$ cat src/rtl/mdio_master.sv
// Clause-22 MDIO management master: turns one PHY register read/write
// request into a 64-bit MDC/MDIO frame and returns read data with a done pulse.
//
// Ports:
//   i_clk, i_rst     single rising-edge clock, synchronous active-high reset
//   i_phy_addr       REGAD field, sampled with the request
//   i_phy_wr_data    write data ([15:0] used), sampled with the request
//   i_phy_rdwn       1 = read, 0 = write, sampled with the request
//   i_phy_request    one-cycle start pulse, honoured only when idle
//   o_phy_rd_data    {16'h0, read data}, updated at done of a read, held otherwise
//   o_phy_done       one-cycle pulse when a frame completes
//   o_phy_err        valid with done; 1 = read turnaround bit sampled high
//   o_busy           high from the cycle after acceptance through the done cycle
//   o_mdc            registered management clock
//   o_mdio_out       registered MDIO drive value
//   o_mdio_oe        registered MDIO pad output enable
//   i_mdio_in        asynchronous MDIO pad input
module mdio_master #(
    parameter int         CLK_DIV      = 10,
    parameter logic [4:0] PHY_DEV_ADDR = 5'h01
) (
    input  logic        i_clk,
    input  logic        i_rst,
    input  logic [4:0]  i_phy_addr,
    input  logic [31:0] i_phy_wr_data,
    input  logic        i_phy_rdwn,
    input  logic        i_phy_request,
    output logic [31:0] o_phy_rd_data,
    output logic        o_phy_done,
    output logic        o_phy_err,
    output logic        o_busy,
    output logic        o_mdc,
    output logic        o_mdio_out,
    output logic        o_mdio_oe,
    input  logic        i_mdio_in
);

    localparam int            DW     = $clog2(2 * CLK_DIV);
    localparam logic [DW-1:0] L_HALF = DW'(CLK_DIV);
    localparam logic [DW-1:0] L_LAST = DW'(2 * CLK_DIV - 1);

    typedef enum logic [1:0] {
        S_IDLE,
        S_SHIFT,
        S_DONE
    } state_t;

    state_t        r_state;
    state_t        w_state_nxt;
    logic [DW-1:0] r_div;
    logic [DW-1:0] w_div_nxt;
    logic [5:0]    r_bit;
    logic [5:0]    w_bit_nxt;
    logic [63:0]   r_frame;
    logic          r_rdwn;
    logic [15:0]   r_rd_sh;
    logic          r_ta;
    logic          r_sync1;
    logic          r_sync2;
    logic          r_mdc;
    logic          r_mdio;
    logic          r_oe;
    logic          r_done;
    logic          r_err;
    logic [15:0]   r_rd_data;

    logic          w_mdc_nxt;
    logic          w_mdio_nxt;
    logic          w_oe_nxt;
    logic          w_load;
    logic          w_sample;
    logic          w_last;
    logic [63:0]   w_frame_new;
    logic          w_unused;

    // Preamble, ST, OP, PHYAD, REGAD, TA, data; read TA/data are don't-care
    // because OE is dropped for those bits.
    assign w_frame_new = {
        32'hFFFF_FFFF,
        2'b01,
        (i_phy_rdwn ? 2'b10 : 2'b01),
        PHY_DEV_ADDR,
        i_phy_addr,
        (i_phy_rdwn ? 2'b00 : 2'b10),
        (i_phy_rdwn ? 16'h0000 : i_phy_wr_data[15:0])
    };

    assign w_unused = ^i_phy_wr_data[31:16];

    always_ff @(posedge i_clk) begin
        if (i_rst) begin
            r_state <= S_IDLE;
        end else begin
            r_state <= w_state_nxt;
        end
    end

    // Pad outputs are registered, so the next-cycle values are computed here.
    // MDIO/OE only change when the divider wraps to 0, i.e. at the start
    // of a bit's low phase, keeping them stable across the MDC rising edge.
    always_comb begin
        w_state_nxt = r_state;
        w_div_nxt   = r_div;
        w_bit_nxt   = r_bit;
        w_mdc_nxt   = 1'b0;
        w_mdio_nxt  = 1'b0;
        w_oe_nxt    = 1'b0;
        w_load      = 1'b0;
        w_sample    = 1'b0;
        w_last      = 1'b0;
        unique case (r_state)
            S_IDLE: begin
                if (i_phy_request) begin
                    w_state_nxt = S_SHIFT;
                    w_div_nxt   = '0;
                    w_bit_nxt   = '0;
                    w_load      = 1'b1;
                    w_mdio_nxt  = w_frame_new[63];
                    w_oe_nxt    = 1'b1;
                end
            end
            S_SHIFT: begin
                w_sample = (r_div == L_LAST);
                if (r_div == L_LAST) begin
                    w_div_nxt = '0;
                    if (r_bit == 6'd63) begin
                        w_state_nxt = S_DONE;
                        w_last      = 1'b1;
                    end else begin
                        w_bit_nxt  = r_bit + 6'd1;
                        w_mdio_nxt = r_frame[62];
                        w_oe_nxt   = r_rdwn ? (w_bit_nxt < 6'd46) : 1'b1;
                    end
                end else begin
                    w_div_nxt  = r_div + DW'(1);
                    w_mdc_nxt  = (w_div_nxt >= L_HALF);
                    w_mdio_nxt = r_mdio;
                    w_oe_nxt   = r_oe;
                end
            end
            S_DONE: begin
                w_state_nxt = S_IDLE;
            end
            default: begin
                w_state_nxt = S_IDLE;
            end
        endcase
    end

    always_ff @(posedge i_clk) begin
        if (i_rst) begin
            r_div     <= '0;
            r_bit     <= '0;
            r_frame   <= '0;
            r_rdwn    <= 1'b0;
            r_rd_sh   <= '0;
            r_ta      <= 1'b0;
            r_sync1   <= 1'b0;
            r_sync2   <= 1'b0;
            r_mdc     <= 1'b0;
            r_mdio    <= 1'b0;
            r_oe      <= 1'b0;
            r_done    <= 1'b0;
            r_err     <= 1'b0;
            r_rd_data <= '0;
        end else begin
            r_sync1 <= i_mdio_in;
            r_sync2 <= r_sync1;
            r_div   <= w_div_nxt;
            r_bit   <= w_bit_nxt;
            r_mdc   <= w_mdc_nxt;
            r_mdio  <= w_mdio_nxt;
            r_oe    <= w_oe_nxt;
            r_done  <= w_last;
            if (w_load) begin
                r_frame <= w_frame_new;
                r_rdwn  <= i_phy_rdwn;
            end else if (w_sample && !w_last) begin
                r_frame <= {r_frame[62:0], 1'b0};
            end
            if (w_sample && (r_bit == 6'd47)) begin
                r_ta <= r_sync2;
            end
            if (w_sample && (r_bit >= 6'd48)) begin
                r_rd_sh <= {r_rd_sh[14:0], r_sync2};
            end
            // Bit 63 is sampled on the same edge that enters DONE, so the
            // result takes the live sample rather than the shift register.
            if (w_last) begin
                r_err <= r_rdwn & r_ta;
                if (r_rdwn) begin
                    r_rd_data <= {r_rd_sh[14:0], r_sync2};
                end
            end
        end
    end

    assign o_phy_rd_data = {16'h0000, r_rd_data};
    assign o_phy_done    = r_done;
    assign o_phy_err     = r_err;
    assign o_busy        = (r_state != S_IDLE);
    assign o_mdc         = r_mdc;
    assign o_mdio_out    = r_mdio;
    assign o_mdio_oe     = r_oe;

endmodule
$ cat config.mk
export PLATFORM = sky130hd
export DESIGN_NAME = mdio_master
export DESIGN_NICKNAME = d
export VERILOG_FILES = /design/src/rtl/mdio_master.sv
export SDC_FILE = /design/constraint.sdc
export NUM_CORES = 1
export LEC_CHECK = 0
export CORE_MARGIN = 10
export CORE_UTILIZATION = 39
export CTS_BUF_LIST = sky130_fd_sc_hd__clkbuf_2
export CTS_CLUSTER_DIAMETER = 80
export CTS_CLUSTER_SIZE = 16
export DETAILED_ROUTE_END_ITERATION = 8
export GPL_ROUTABILITY_DRIVEN = 0
export PLACE_DENSITY = 0.68
export SYNTH_ARGS = -nofsm -noshare
export SYNTH_HDL_FRONTEND = slang
export SYNTH_SLANG_ARGS = --single-unit
$ cat constraint.sdc
create_clock -name i_clk -period 2.2 [get_ports i_clk]
set_input_delay 0.22 -clock i_clk [delete_from_list [all_inputs] [get_ports i_clk]]
set_output_delay 0.22 -clock i_clk [all_outputs]
set_load 0.1 [all_outputs]
==> results of run 1 <==
state kept, by name, indices dropped and copies added (netlist names):
register,cells
r_bit,6
r_rdwn,1
o_phy_err,1
r_frame,63
o_mdio_out,1
r_sync2,1
r_sync1,1
o_mdio_oe,1
r_rd_sh,15
r_state,2
o_mdc,1
o_phy_done,1
r_rd_data,16
r_ta,1
r_div,5
layout make-up:
| type | count | area share |
|---|---|---|
| clock buffers | 17 | 0.01466 |
| flip-flops and latches | 116 | 0.4002 |
| inverters | 5 | 0.003234 |
| well taps | 172 | 0.03708 |
| diodes | 1 | 0.0004312 |
| multi-input cells | 358 | 0.4118 |
| repair buffers | 71 | 0.1125 |
| clock inverters | 15 | 0.02005 |
metrics by stage:
| step | utilization | hold WS [ns] | cells | instance area, µm² |
|---|---|---|---|---|
| finish | 0.4598 | 0.1080 | 755 | 5803 |
| global route | 0.4598 | 0.06617 | 755 | 5803 |
| CTS | 0.4594 | 0.05374 | 754 | 5798 |
| detailed placement | 0.4435 | 0.4488 | 722 | 5597 |
| global placement | 0.4435 | 0.4354 | 722 | 5597 |
| floorplan | - | 0.3482 | 542 | 5084 |
cell usage in the layout (no fill, tap or decap), types with 5 or more instances in the layout:
| cell | Yosys | routed |
|---|---|---|
| o22ai_1 | 7 | 7 |
| dfxtp_1 | 116 | 116 |
| buf_4 | 20 | 41 |
| buf_12 | 0 | 5 |
| mux2i_1 | 17 | 17 |
| nand2_1 | 60 | 60 |
| nor2b_1 | 22 | 22 |
| o21ai_1 | 17 | 17 |
| nor2_1 | 20 | 20 |
| o21ai_0 | 5 | 5 |
| a21oi_1 | 44 | 44 |
| clkinv_2 | 0 | 6 |
| conb_1 | 1 | 16 |
| a31o_1 | 18 | 18 |
| a22oi_1 | 6 | 6 |
| o221a_1 | 32 | 32 |
| a2111oi_0 | 14 | 14 |
| nand3_1 | 22 | 22 |
| clkbuf_2 | 0 | 17 |
| clkdlybuf4s50_1 | 0 | 24 |
tightest hold or removal path, stage by stage:
cell     delay (ns)
buf_2          0.09
inv_2          0.21
o221a_1        0.21
cells by family (layout without fill, tap and decap cells):
family | after synthesis | count (layout) | share of synthesized area
other | 1 | 17 | 0.0007459
DFF | 116 | 116 | 0.4619
buffers and inverters | 68 | 108 | 0.07566
muxes | 18 | 18 | 0.03609
xor gates and xnor gates | 2 | 2 | 0.003485
adders and majority gates | 3 | 3 | 0.007467
AOI/OAI and AO/OA | 167 | 167 | 0.2556
and+or+nand+nor | 152 | 152 | 0.1590
path summary, 6_finish.rpt:
check / start / endpoint / slack, ns / depth (start not counted)
max: r_state[0] / o_busy / 0.19 / 3
min: i_rst / r_frame[23] / 0.11 / 3
max reg2reg: r_bit[0] / r_bit[4] / 0.24 / 7
min reg2reg: r_frame[25] / r_frame[26] / 0.45 / 2
report_power, final:
| part | switching, mW | internal, mW |
|---|---|---|
| clock | 0.809 | 0.391 |
| combinational | 0.314 | 0.166 |
| sequential | 0.0441 | 2.18 |
| total | 1.17 | 2.73 |
metal layers:
metal	vias up	GRT usage
li1	2000	-
met1	1905	0.1469
met2	64	0.1999
met3	12	0.03534
met4	0	0.05502
met5	-	0
repair_timing:
| item | CTS | global route |
|---|---|---|
| endpoints found under the hold margin | 0 | 0 |
| endpoints found under the setup margin | 0 | 1 |
| gates resized for setup | 0 | 1 |
| setup buffers | 0 | 0 |
| hold buffers | 0 | 0 |
==> metrics.md, run 1 <==
| Metric | Value |
|---|---|
| Pin count of the biggest net entering global routing | `51` |
| HPWL after DPL | `7297 µm` |
| Highest clock rate | `0.4980 GHz` |
| Wirelength per Cell | `14.39 µm` |
| Crit path max fanout | `8` |
| Worst-margin pin slew | `0.5678 ns` |
| 1st-iter DRT viols | `280` |
| WP buf/inv | `2` |
| Crit-path cells | `buf_4, or2_2, buf_12` |
| Most common cell in the netlist | `dfxtp_1` |
| Kind of cell adding the most delay to the critical path | `flip-flops` |
| Die width | `133.5 µm` |
| Required time worst endpoint | `1.98 ns` |
| Sequential cell area | `0.002322 mm²` |
| DRC Markers | `0` |
| CP max stage delay | `0.46 ns` |
| Via/cell ratio | `5.273` |
| Yosys synthesis warning count | `0` |
| Grt total ovfl | `0` |
| All-Layer GR Usage | `0.1229` |
| Worst slack, placed | `0.07975 ns` |
| Antenna violations before repair | `1` |
| Peak supply drop | `253.5 µV` |
| Pwr dens | `672.3 mW/mm²` |
| Sequential share of the synthesized area | `0.4619` |
| Total Power | `3.901 mW` |
| Routed met1 length | `4847 µm` |
| Uppermost layer routed | `met4` |
| ANT nets after route | `0` |
| Pins Over Slew Limit | `0` |
| Lkg Pwr | `2.077 nW` |
| Hold crit path type | `primary input to register` |
| Clock sink total | `116` |
| Slowest CP cell | `dfxtp_1` |
| Vias in the first global route | `3,872` |
| Critical path class | `register to output port` |
| Global-route wire length before repair | `18,490 µm` |
| Number of enable flip-flop cells after synthesis | `0` |
| Setup TNS | `0 ns` |
| Site row count | `41` |
| CP Launch Type | `register` |
| Final worst path period share | `0.9127` |
| Die area | `0.01783 mm²` |
| Largest cells by area after synthesis | `dfxtp_1, o221a_1, nand2_1` |
| Min cycle time layout | `2.008 ns` |
| Total iterations of the first detailed-routing run | `5` |
| Synth cell types | `55` |
| Drt total wl | `10,860 µm` |
| Num CTS Buffers | `17` |
| Initial core utilization | `0.3984` |
| CTS tree | `done` |
| Routed wl met2 | `5373 µm` |
| Nets | `614` |
| Worst-path clk slew | `0.19 ns` |
| DR WL met3 | `482 µm` |
| Asr flop ratio synth | `0` |
| Setup Skew | `0.02923 ns` |
| Fill cells | `1,214` |
| Via count | `3,981` |
| Root buf cell | `clkbuf_2` |
| Critical Path Sink Type | `output port` |
| Skew-Pair Late Insertion Delay | `0.65 ns` |
| Clock H-tree levels | `4` |
| Top_reg_cell synth | `dfxtp_1` |
| #FFs+latches synth | `116` |
| Synth cell count leaders | `dfxtp_1, nand2_1, a21oi_1` |
| Status | `finished clean` |
| Clock tree buffer depth | `2` |
| Avg Cell Area, Syn | `9.540 µm²` |
| Multi-input gate area | `0.002390 mm²` |
| Mapped Area | `0.005027 mm²` |
| Yosys top cell by area | `dfxtp_1` |
| Layout cells sized above 1 | `0.1598` |
| # setup viols final | `0` |
| Setup WS post-layout | `0.1920 ns` |
| IO buf count | `47` |
| Slew margin rel. | `0.6209` |
| CORE AREA | `0.01262 mm²` |
| Hold Vio Cnt, Final | `0` |
| Die H | `133.5 µm` |
| Area grow syn2layout | `15.43%` |
| Syn Inst Count | `527` |
| RSZ-0062 raised after global routing | `no` |
| Synth top area share | `0.4619` |
| Critical path data arrival time | `1.79 ns` |
| Boundary pin count | `80` |
| Max-cap viol count | `0` |
Note: power is estimated with default switching activity, not from simulation.
==> run 2: changes to the inputs <==
--- a/config.mk
+++ b/config.mk
@@ -7,11 +7,12 @@
 export LEC_CHECK = 0
 export CORE_MARGIN = 10
 export CORE_UTILIZATION = 39
-export CTS_BUF_LIST = sky130_fd_sc_hd__clkbuf_2
+export CTS_BUF_LIST = sky130_fd_sc_hd__clkbuf_4 sky130_fd_sc_hd__clkbuf_8
 export CTS_CLUSTER_DIAMETER = 80
 export CTS_CLUSTER_SIZE = 16
 export DETAILED_ROUTE_END_ITERATION = 8
 export GPL_ROUTABILITY_DRIVEN = 0
+export GPL_TIMING_DRIVEN = 0
 export PLACE_DENSITY = 0.68
 export SYNTH_ARGS = -nofsm -noshare
 export SYNTH_HDL_FRONTEND = slang
==> run 2 against run 1 <==
Compared with the run above: clock skew shrank 0.017 ns; final cell count rose by 4.9%; flip-flop and latch count stayed put; largest power group unchanged.
==> metrics.md, run 2 (synthesis results as in run 1) <==
| Metric | Value |
|---|---|
| Status | `finished clean` |
| Hold Path Origin | `i_mdio_in` |
| CP max stage delay | `1.15 ns` |
| Multi-input gate area | `0.002384 mm²` |
| Final Core Density | `0.4903` |
| Placed Cells incl. Taps | `761` |
| 1st-iter DRT viols | `245` |
| CORE AREA | `0.01262 mm²` |
| Slowest CP cell | `clkdlybuf4s50_1` |
| Required time worst endpoint | `1.98 ns` |
| Worst-margin pin slew | `1.004 ns` |
| Drt total wl | `11,560 µm` |
| Setup Skew | `0.01239 ns` |
| HPWL after DPL | `8348 µm` |
| Most frequent cells in the layout | `dfxtp_1, nand2_1, a21oi_1` |
| Final worst path period share | `0.9731` |
| Largest register FFs | `63` |
| Crit. Startpoint | `r_rd_data[11]` |
| DRC Markers | `0` |
| Num CTS Buffers | `17` |
| Final non-filler cell area | `0.006187 mm²` |
| CTS tree | `done` |
| Highest clock rate | `0.4671 GHz` |
| Post-CTS Setup Repair Bufs | `0` |
| Clock sink total | `116` |
| Critical path data arrival time | `1.92 ns` |
| Clock H-tree levels | `4` |
| Clock tree buffer depth | `2` |
| Max-cap viol count | `0` |
| Peak supply drop | `333.6 µV` |
| IO buf count | `47` |
| Lkg Pwr | `2.302 nW` |
| Pin count of the biggest net entering global routing | `17` |
| Skew-Pair Late Insertion Delay | `0.44 ns` |
| Kind of cell adding the most delay to the critical path | `buffers and inverters` |
| Post-placement cell area | `0.005769 mm²` |
| FF-to-FF path depth | `6` |
| Setup TNS | `0 ns` |
| Grt total ovfl | `0` |
| Die area | `0.01783 mm²` |
| Antenna violations before repair | `0` |
| Site row count | `41` |
| # setup viols final | `0` |
| Nets | `652` |
| Min cycle time layout | `2.141 ns` |
| Die width | `133.5 µm` |
| Largest register by flop count | `r_frame` |
| Boundary pin count | `80` |
| Hold Vio Cnt, Final | `0` |
| Worst hold margin | `0.3892 ns` |
| Routed met1 length | `5273 µm` |
| ANT cells | `0` |
| Critical Path Sink Type | `output port` |
| Via/cell ratio | `5.229` |
| Routed wl met2 | `5698 µm` |
| All-Layer GR Usage | `0.1285` |
| Reg2reg setup slack | `0.12 ns` |
| Critical path class | `register to output port` |
| Global-route wire length before repair | `19,130 µm` |
| Reg2Reg Capture Point | `r_bit[4]` |
| Crit-path cells | `clkdlybuf4s50_1` |
| Layout cells sized above 1 | `0.1468` |
| Pins Over Slew Limit | `0` |
| Via count | `4,141` |
| WP buf/inv | `1` |
| Crit path max fanout | `2` |
| Die H | `133.5 µm` |
| Slew margin rel. | `0.3293` |
| CP Launch Type | `register` |
| Top flop regs | `r_frame: 63 flops, r_rd_data: 16 flops, r_rd_sh: 15 flops` |
| R2r startpoint | `r_bit[0]` |
| Wirelength per Cell | `14.60 µm` |
| Worst-path clk slew | `0.07 ns` |
| Uppermost layer routed | `met4` |
| Root buf cell | `clkbuf_8` |
| Sequential cell area | `0.002322 mm²` |
| Vias in the first global route | `3,956` |
| Hold Path End | `r_sync1` |
| Pwr dens | `761.2 mW/mm²` |
| Fill cells | `1,210` |
| Total iterations of the first detailed-routing run | `5` |
| Hold depth | `2` |
| Initial core utilization | `0.3984` |
| Layout Cells excl Fill | `792` |
| ANT nets after route | `0` |
| Hold crit path type | `primary input to register` |
| Commonest non-fill, non-tap cell in the layout | `dfxtp_1` |
| Area grow syn2layout | `23.07%` |
| DR WL met3 | `462 µm` |
==> run 2: what timing repair did <==
| action | in CTS | in global routing |
|---|---|---|
| endpoints found under the setup margin | 1 | 56 |
| pin swaps | 0 | 1 |
| hold buffers | 0 | 0 |
| gates resized for setup | 5 | 12 |
==> run 2: layout make-up <==
type                       instances  area share
buffer                            62     0.05824
clock buffer                      18     0.03903
clock inverter                    14     0.02629
inverter                           5    0.003033
multi-input combinational        358      0.3852
sequential                       116      0.3753
tap                              172     0.03478
timing repair buffer              47     0.07806
==> run 2: report_power, final <==
| part | switching, mW | internal (mW) | total [mW] |
|---|---|---|---|
| sequential | 0.0418 | 2.17 | 2.22 |
| combinational | 0.327 | 0.177 | 0.505 |
| clock | 0.867 | 1.12 | 1.99 |
| total | 1.24 | 3.47 | 4.71 |
==> run 2: metrics by stage <==
stage / power, mW / setup WS (ns)
floorplan: 2.640 / 0.4020
global placement: 2.755 / -0.2067
detailed placement: 2.767 / -0.2007
CTS: 4.749 / 0.01289
global route: 4.893 / -0.003194
finish: 4.710 / 0.05922
==> run 2: worst max path at each step <==
stage / depth (start not counted) / end / slack, ns
after global placement: 3 / o_busy / -0.21
after detailed placement: 3 / o_busy / -0.20
after CTS: 1 / o_mdio_oe / 0.01
after global routing: 1 / o_phy_rd_data[11] / -0.003
final: 1 / o_phy_rd_data[11] / 0.06
after floorplan: 6 / r_frame[39] / 0.40
==> run 2: layer usage <==
metal | GRT usage | vias up
met2 | 0.2079 | 70
met1 | 0.1537 | 1984
met4 | 0.04958 | 0
li1 | - | 2077
met5 | 0 | -
met3 | 0.04361 | 10
==> run 3: changes to the inputs <==
--- a/config.mk
+++ b/config.mk
@@ -14,6 +14,7 @@
 export GPL_ROUTABILITY_DRIVEN = 0
 export GPL_TIMING_DRIVEN = 0
 export PLACE_DENSITY = 0.68
+export SKIP_LAST_GASP = 1
 export SYNTH_ARGS = -nofsm -noshare
 export SYNTH_HDL_FRONTEND = slang
 export SYNTH_SLANG_ARGS = --single-unit
==> results of run 3 <==
No change in the layout: final DEF, timing and power equal those of run 2.
